$ cat src/rtl/div_radix2_iter.sv
// Iterative restoring radix-2 divider (DIV/DIVU) with a start/ready handshake.
// One quotient bit per cycle; returns {remainder, quotient}.
module div_radix2_iter #(
  parameter int              DW      = 32,
  parameter logic [DW-1:0]   DBZ_RES = {DW{1'b0}}
) (
  input  logic              clk,
  input  logic              rst,
  input  logic              flush,
  input  logic [DW-1:0]     opdata1_i,
  input  logic [DW-1:0]     opdata2_i,
  input  logic              start_i,
  input  logic              annul_i,
  input  logic              signed_div_i,
  output logic              ready_o,
  output logic [2*DW-1:0]   result_o
);

  localparam int              CW       = $clog2(DW);
  localparam logic [CW-1:0]   CNT_LAST = CW'(DW - 1);
  localparam logic [CW-1:0]   CNT_ONE  = {{(CW-1){1'b0}}, 1'b1};

  typedef enum logic [1:0] {
    S_IDLE = 2'd0,
    S_DBZ  = 2'd1,
    S_ON   = 2'd2,
    S_END  = 2'd3
  } state_t;

  function automatic logic [DW-1:0] cond_neg(input logic [DW-1:0] v, input logic neg);
    if (neg) begin
      cond_neg = -v;
    end else begin
      cond_neg = v;
    end
  endfunction

  state_t            state_r, state_nxt_s;
  logic [DW-1:0]     a_r;          // remaining dividend bits above, quotient bits shifted in below
  logic [DW-1:0]     b_r;
  logic [DW-1:0]     p_r;
  logic [CW-1:0]     cnt_r;
  logic              neg_quo_r, neg_rem_r;
  logic              ready_r;
  logic [2*DW-1:0]   result_r;

  logic              abort_s, start_s, load_res_s, load_dbz_s, ready_nxt_s;
  logic [DW:0]       p_shift_s;
  logic              q_bit_s;
  logic [DW-1:0]     p_nxt_s, a_nxt_s;

  assign abort_s  = flush | annul_i;
  assign ready_o  = ready_r;
  assign result_o = result_r;

  // state register
  always_ff @(posedge clk) begin
    if (rst) begin
      state_r <= S_IDLE;
    end else begin
      state_r <= state_nxt_s;
    end
  end

  // next-state and control decode; abort overrides everything
  always_comb begin
    state_nxt_s = state_r;
    start_s     = 1'b0;
    load_res_s  = 1'b0;
    load_dbz_s  = 1'b0;
    ready_nxt_s = 1'b0;
    if (abort_s) begin
      state_nxt_s = S_IDLE;
    end else begin
      case (state_r)
        S_IDLE: begin
          if (start_i) begin
            start_s = 1'b1;
            if (opdata2_i == {DW{1'b0}}) begin
              state_nxt_s = S_DBZ;
            end else begin
              state_nxt_s = S_ON;
            end
          end else begin
            state_nxt_s = S_IDLE;
          end
        end
        S_DBZ: begin
          state_nxt_s = S_END;
          load_dbz_s  = 1'b1;
          ready_nxt_s = 1'b1;
        end
        S_ON: begin
          if (cnt_r == CNT_LAST) begin
            state_nxt_s = S_END;
            load_res_s  = 1'b1;
            ready_nxt_s = 1'b1;
          end else begin
            state_nxt_s = S_ON;
          end
        end
        S_END:   state_nxt_s = S_IDLE;
        default: state_nxt_s = S_IDLE;
      endcase
    end
  end

  // one restoring step: p_shift_s is the DW+1-bit partial remainder
  always_comb begin
    p_shift_s = {p_r, a_r[DW-1]};
    q_bit_s   = (p_shift_s >= {1'b0, b_r});
    if (q_bit_s) begin
      p_nxt_s = p_shift_s[DW-1:0] - b_r;
    end else begin
      p_nxt_s = p_shift_s[DW-1:0];
    end
    a_nxt_s = {a_r[DW-2:0], q_bit_s};
  end

  // operand latch, iteration and result/ready registers
  always_ff @(posedge clk) begin
    if (rst) begin
      a_r       <= {DW{1'b0}};
      b_r       <= {DW{1'b0}};
      p_r       <= {DW{1'b0}};
      cnt_r     <= {CW{1'b0}};
      neg_quo_r <= 1'b0;
      neg_rem_r <= 1'b0;
      ready_r   <= 1'b0;
      result_r  <= {(2*DW){1'b0}};
    end else begin
      ready_r <= ready_nxt_s;
      if (start_s) begin
        a_r       <= cond_neg(opdata1_i, signed_div_i & opdata1_i[DW-1]);
        b_r       <= cond_neg(opdata2_i, signed_div_i & opdata2_i[DW-1]);
        p_r       <= {DW{1'b0}};
        cnt_r     <= {CW{1'b0}};
        neg_quo_r <= signed_div_i & (opdata1_i[DW-1] ^ opdata2_i[DW-1]);
        neg_rem_r <= signed_div_i & opdata1_i[DW-1];
      end else if ((state_r == S_ON) && !abort_s) begin
        a_r   <= a_nxt_s;
        p_r   <= p_nxt_s;
        cnt_r <= cnt_r + CNT_ONE;
      end else begin
        cnt_r <= cnt_r;
      end
      // sign fix-up folds into the final load so the result is ready on entry to END
      if (load_res_s) begin
        result_r <= {cond_neg(p_nxt_s, neg_rem_r), cond_neg(a_nxt_s, neg_quo_r)};
      end else if (load_dbz_s) begin
        result_r <= {DBZ_RES, DBZ_RES};
      end else begin
        result_r <= result_r;
      end
    end
  end

endmodule
$ cat config.mk
export PLATFORM = sky130hd
export DESIGN_NAME = div_radix2_iter
export DESIGN_NICKNAME = d
export VERILOG_FILES = /design/src/rtl/div_radix2_iter.sv
export SDC_FILE = /design/constraint.sdc
export NUM_CORES = 1
export LEC_CHECK = 0
export CAP_MARGIN = 20
export CORE_UTILIZATION = 40
export CTS_CLUSTER_SIZE = 40
export DETAILED_ROUTE_END_ITERATION = 10
export PLACE_DENSITY = 0.71
export SLEW_MARGIN = 20
export SYNTH_ARGS = -nofsm -noshare
export SYNTH_HDL_FRONTEND = slang
export SYNTH_SLANG_ARGS = --single-unit
$ cat constraint.sdc
create_clock -name clk -period 6.63 [get_ports clk]
set_clock_uncertainty 0.15 [all_clocks]
set_input_delay 0.663 -clock clk [delete_from_list [all_inputs] [get_ports clk]]
set_output_delay 0.663 -clock clk [all_outputs]
set_load 0.05 [all_outputs]
==> key figures <==
Run status
  – Status: finished, final reports clean

Min path
  – Worst Hold Depth: 2
  – Hold EP: b_r[31]
  – Hold Crit Start: b_r[31]
  – Hold Path Class: flop to flop

Floorplan
  – Die area: 29700 µm²
  – Die width: 172 µm
  – IO Pins: 135
  – Die Ht: 172 µm
  – Starting density of the core: 40.6%
  – Total core area: 28600 µm²
  – Rows: 62

Yosys
  – Largest family of logic cells by synthesized area: compound AO/OA/AOI/OAI gates
  – Synth warn: 0
  – Synthesized area: 11600 µm²
  – Number of flops mapped to enable cells by yosys: 0
  – Leading register cell type out of synthesis: dfxtp_1
  – Synth Area in XOR/XNOR: 9.95%
  – Async SR Flop Fraction: 0%
  – Seq/Total Area, Yosys: 29.3%
  – Synth Area in Compound Gates: 27.3%
  – Top cells by area, synth: dfxtp_1, xnor2_1, nor2_1
  – Synthesized flop and latch total: 170
  – Synth cell types: 89
  – Cell taking the most area after synthesis: dfxtp_1
  – Yosys top cell area share: 29.3%
  – Mean Syn Cell Area: 7.70 µm²
  – Most frequent cell after synthesis: nor2_1
  – Post-Syn Instances: 1509
  – Adder-cell area share of the yosys netlist: 4.59%
  – Proportion of synthesized area in mux cells: 1.30%
  – Synth Area in Simple Gates: 22.4%
  – Syn nets: 1621
  – Synth cell count leaders: nor2_1, dfxtp_1, nand2_1

Placement
  – Dpl hpwl: 26400 µm
  – Port bufs: 134
  – GPL Wtd Cong: 0.925
  – Placed Instance Area: 13200 µm²

Worst setup path
  – Family with the most delay on the worst path: simple AND/OR/NAND/NOR gates
  – CP max stage cell: ha_1
  – Reg2reg start: p_r[17]
  – Startpoint class of the critical path: flop
  – Crit end category: flop
  – Worst path required time: 6810 ps
  – Bufs and invs on worst path: 1
  – Flop-to-flop setup slack: 1290 ps
  – WP data arrival: 5520 ps
  – R2R cell count: 18
  – Critical-path cell list: ha_1 > nand4_1 > nor3_2 > nand4_1 > o211a_1 > nand2_2 > buf_4 > mux2i_1 > ha_1 > nand2_1 > nor3_1 > and4_1 > a41oi_1 > nor3_2 > nand4_2 > o41ai_2 > xor2_1 > a22o_1
  – CP max stage delay: 530 ps
  – Worst Path Max Fanout: 41
  – R2r endpoint: result_o[62]
  – Setup CP Type: flop to flop

Clock tree
  – CTS Buf Count: 17
  – Clock Sinks: 170
  – Clock buffer depth: 2
  – Post-cts resize count: 0
  – # hold bufs at CTS: 0
  – TritonCTS clock tree: done
  – Clock latency on the worst-skew pair: 450 ps
  – CTS clk-pin slew, worst paths: 70 ps
  – H-tree depth: 4
  – # Post-CTS Setup Buffers: 0
  – CTS root buf: clkbuf_16

Detailed routing
  – TritonRoute pass-1 iters: 7
  – 1st-iter DRT viols: 898
  – Final WL: 35800 µm
  – Vias: 11584
  – Via density per instance: 5.84
  – DRC viols: 0
  – Per-cell routed wire length: 18.0 µm
  – Final ANT Viol Nets: 0

Finish
  – Final Cell Area: 13800 µm²
  – Diodes inserted: 0
  – Final nets: 1699
  – Layout fillers: 2797
  – Area added between synthesis and finish: 18.4%
  – Layout cell share with drive strength beyond 1: 5.88%

Power and ir drop
  – Maximum VDD drop: 0.234 mV
  – Cell Pwr Density: 226 nW/µm²
  – Static Leakage: 4.99 nW

Flow run
  – Max-cap violation count: 0

GRT
  – Gr ovfl total: 0
  – Gr usage total: 24.0%
  – Initial antenna violation count: 0
  – Largest net degree at the start of global routing: 84
  – Number of global-route vias before repair: 10479
  – First-pass GRT wire length: 56100 µm

STA
  – Min cycle time layout: 5340 ps
  – Rel. slew slack: 31.6%
  – FMAX: 187 MHz
  – Worst Tran Pin Value: 1020 ps
  – Setup_tns: 0 ps
  – RSZ-0062 raised after global routing: no
  – Final Hold Fails: 0
  – WHS: 302 ps
  – Tcrit/Tclk final: 80.5%
  – Final setup viols: 0
  – Slew Limit Fails: 0
## per-layer routing
metal	GRT usage (%)	vias to the layer above	part of all wire (%)
met1	32.2	5484	46
met3	3.07	69	4.9
met2	38.7	377	46
li1	-	5654	-
met5	0	-	0
met4	9.89	0	3.3
## worst max-delay path by stage
| stage | startpoint | endpoint | slack (ps) | cells after the start |
|---|---|---|---|---|
| floorplan | b_r[26] | result_o[26] | 1790 | 23 |
| global placement | b_r[6] | result_o[62] | 1590 | 19 |
| detailed placement | p_r[17] | result_o[62] | 1420 | 18 |
| CTS | p_r[17] | result_o[62] | 1390 | 18 |
| global route | p_r[17] | result_o[62] | 890 | 18 |
| finish | p_r[17] | result_o[62] | 1290 | 18 |
## tightest hold or removal path: cells and delay by family (launching register included)
family          cells  cell delay (ps)
simple gates        1               50
flops               1              310
compound gates      1               50
## sequential cells by signal, indices dropped and copies added, names as in the netlist
register and cells:
a_r 32, b_r 32, cnt_r 5, neg_quo_r 1
neg_rem_r 1, p_r 32, ready_o 1, result_o 64
state_r 2
## power breakdown
part / leakage, nW / internal, mW / switching (mW)
clock network: 0.278 / 0.501 / 0.490
registers: 1.38 / 1.04 / 0.0229
logic: 3.34 / 0.388 / 0.674
total: 4.99 / 1.93 / 1.19
## metrics by stage
| step | worst slack (ps) | instances | power [mW] | utilization, % |
|---|---|---|---|---|
| floorplan | 1790 | 1509 | 1.84 | - |
| global placement | 1590 | 1952 | 2.11 | 46.0 |
| detailed placement | 1420 | 1952 | 2.12 | 46.0 |
| CTS | 1390 | 1984 | 3.11 | 48.1 |
| global route | 886 | 1984 | 3.26 | 48.1 |
| finish | 1290 | 1984 | 3.12 | 48.1 |
## area by class of cell
type	count	area (µm²)	area share, %
clock buffer	17	425	3.09
clock inverter	15	153	1.11
inverter	61	229	1.66
multi-input combinational	1188	7620	55.4
sequential	170	3410	24.8
tap	384	480	3.49
timing repair buffer	149	1450	10.5
## logic make-up after synthesis
group | Yosys count
mux | 15
fa+ha+maj | 42
flops | 170
simple gates | 557
xor+xnor | 132
compound gates | 442
buf+inv | 151
## layout by cell type, fill, tap and decap left out, drive strengths merged, types with 35 or more instances in the layout
master	synthesis	final
nor3	42	42
clkdlybuf4s50	0	133
a21oi	90	90
nand2	168	168
xor2	48	48
xnor2	84	84
nor2	189	189
inv	60	68
o21ai	69	69
ha	41	41
or3	35	35
a22oi	40	40
dfxtp	170	170
Power figures use the tool's default switching activity.
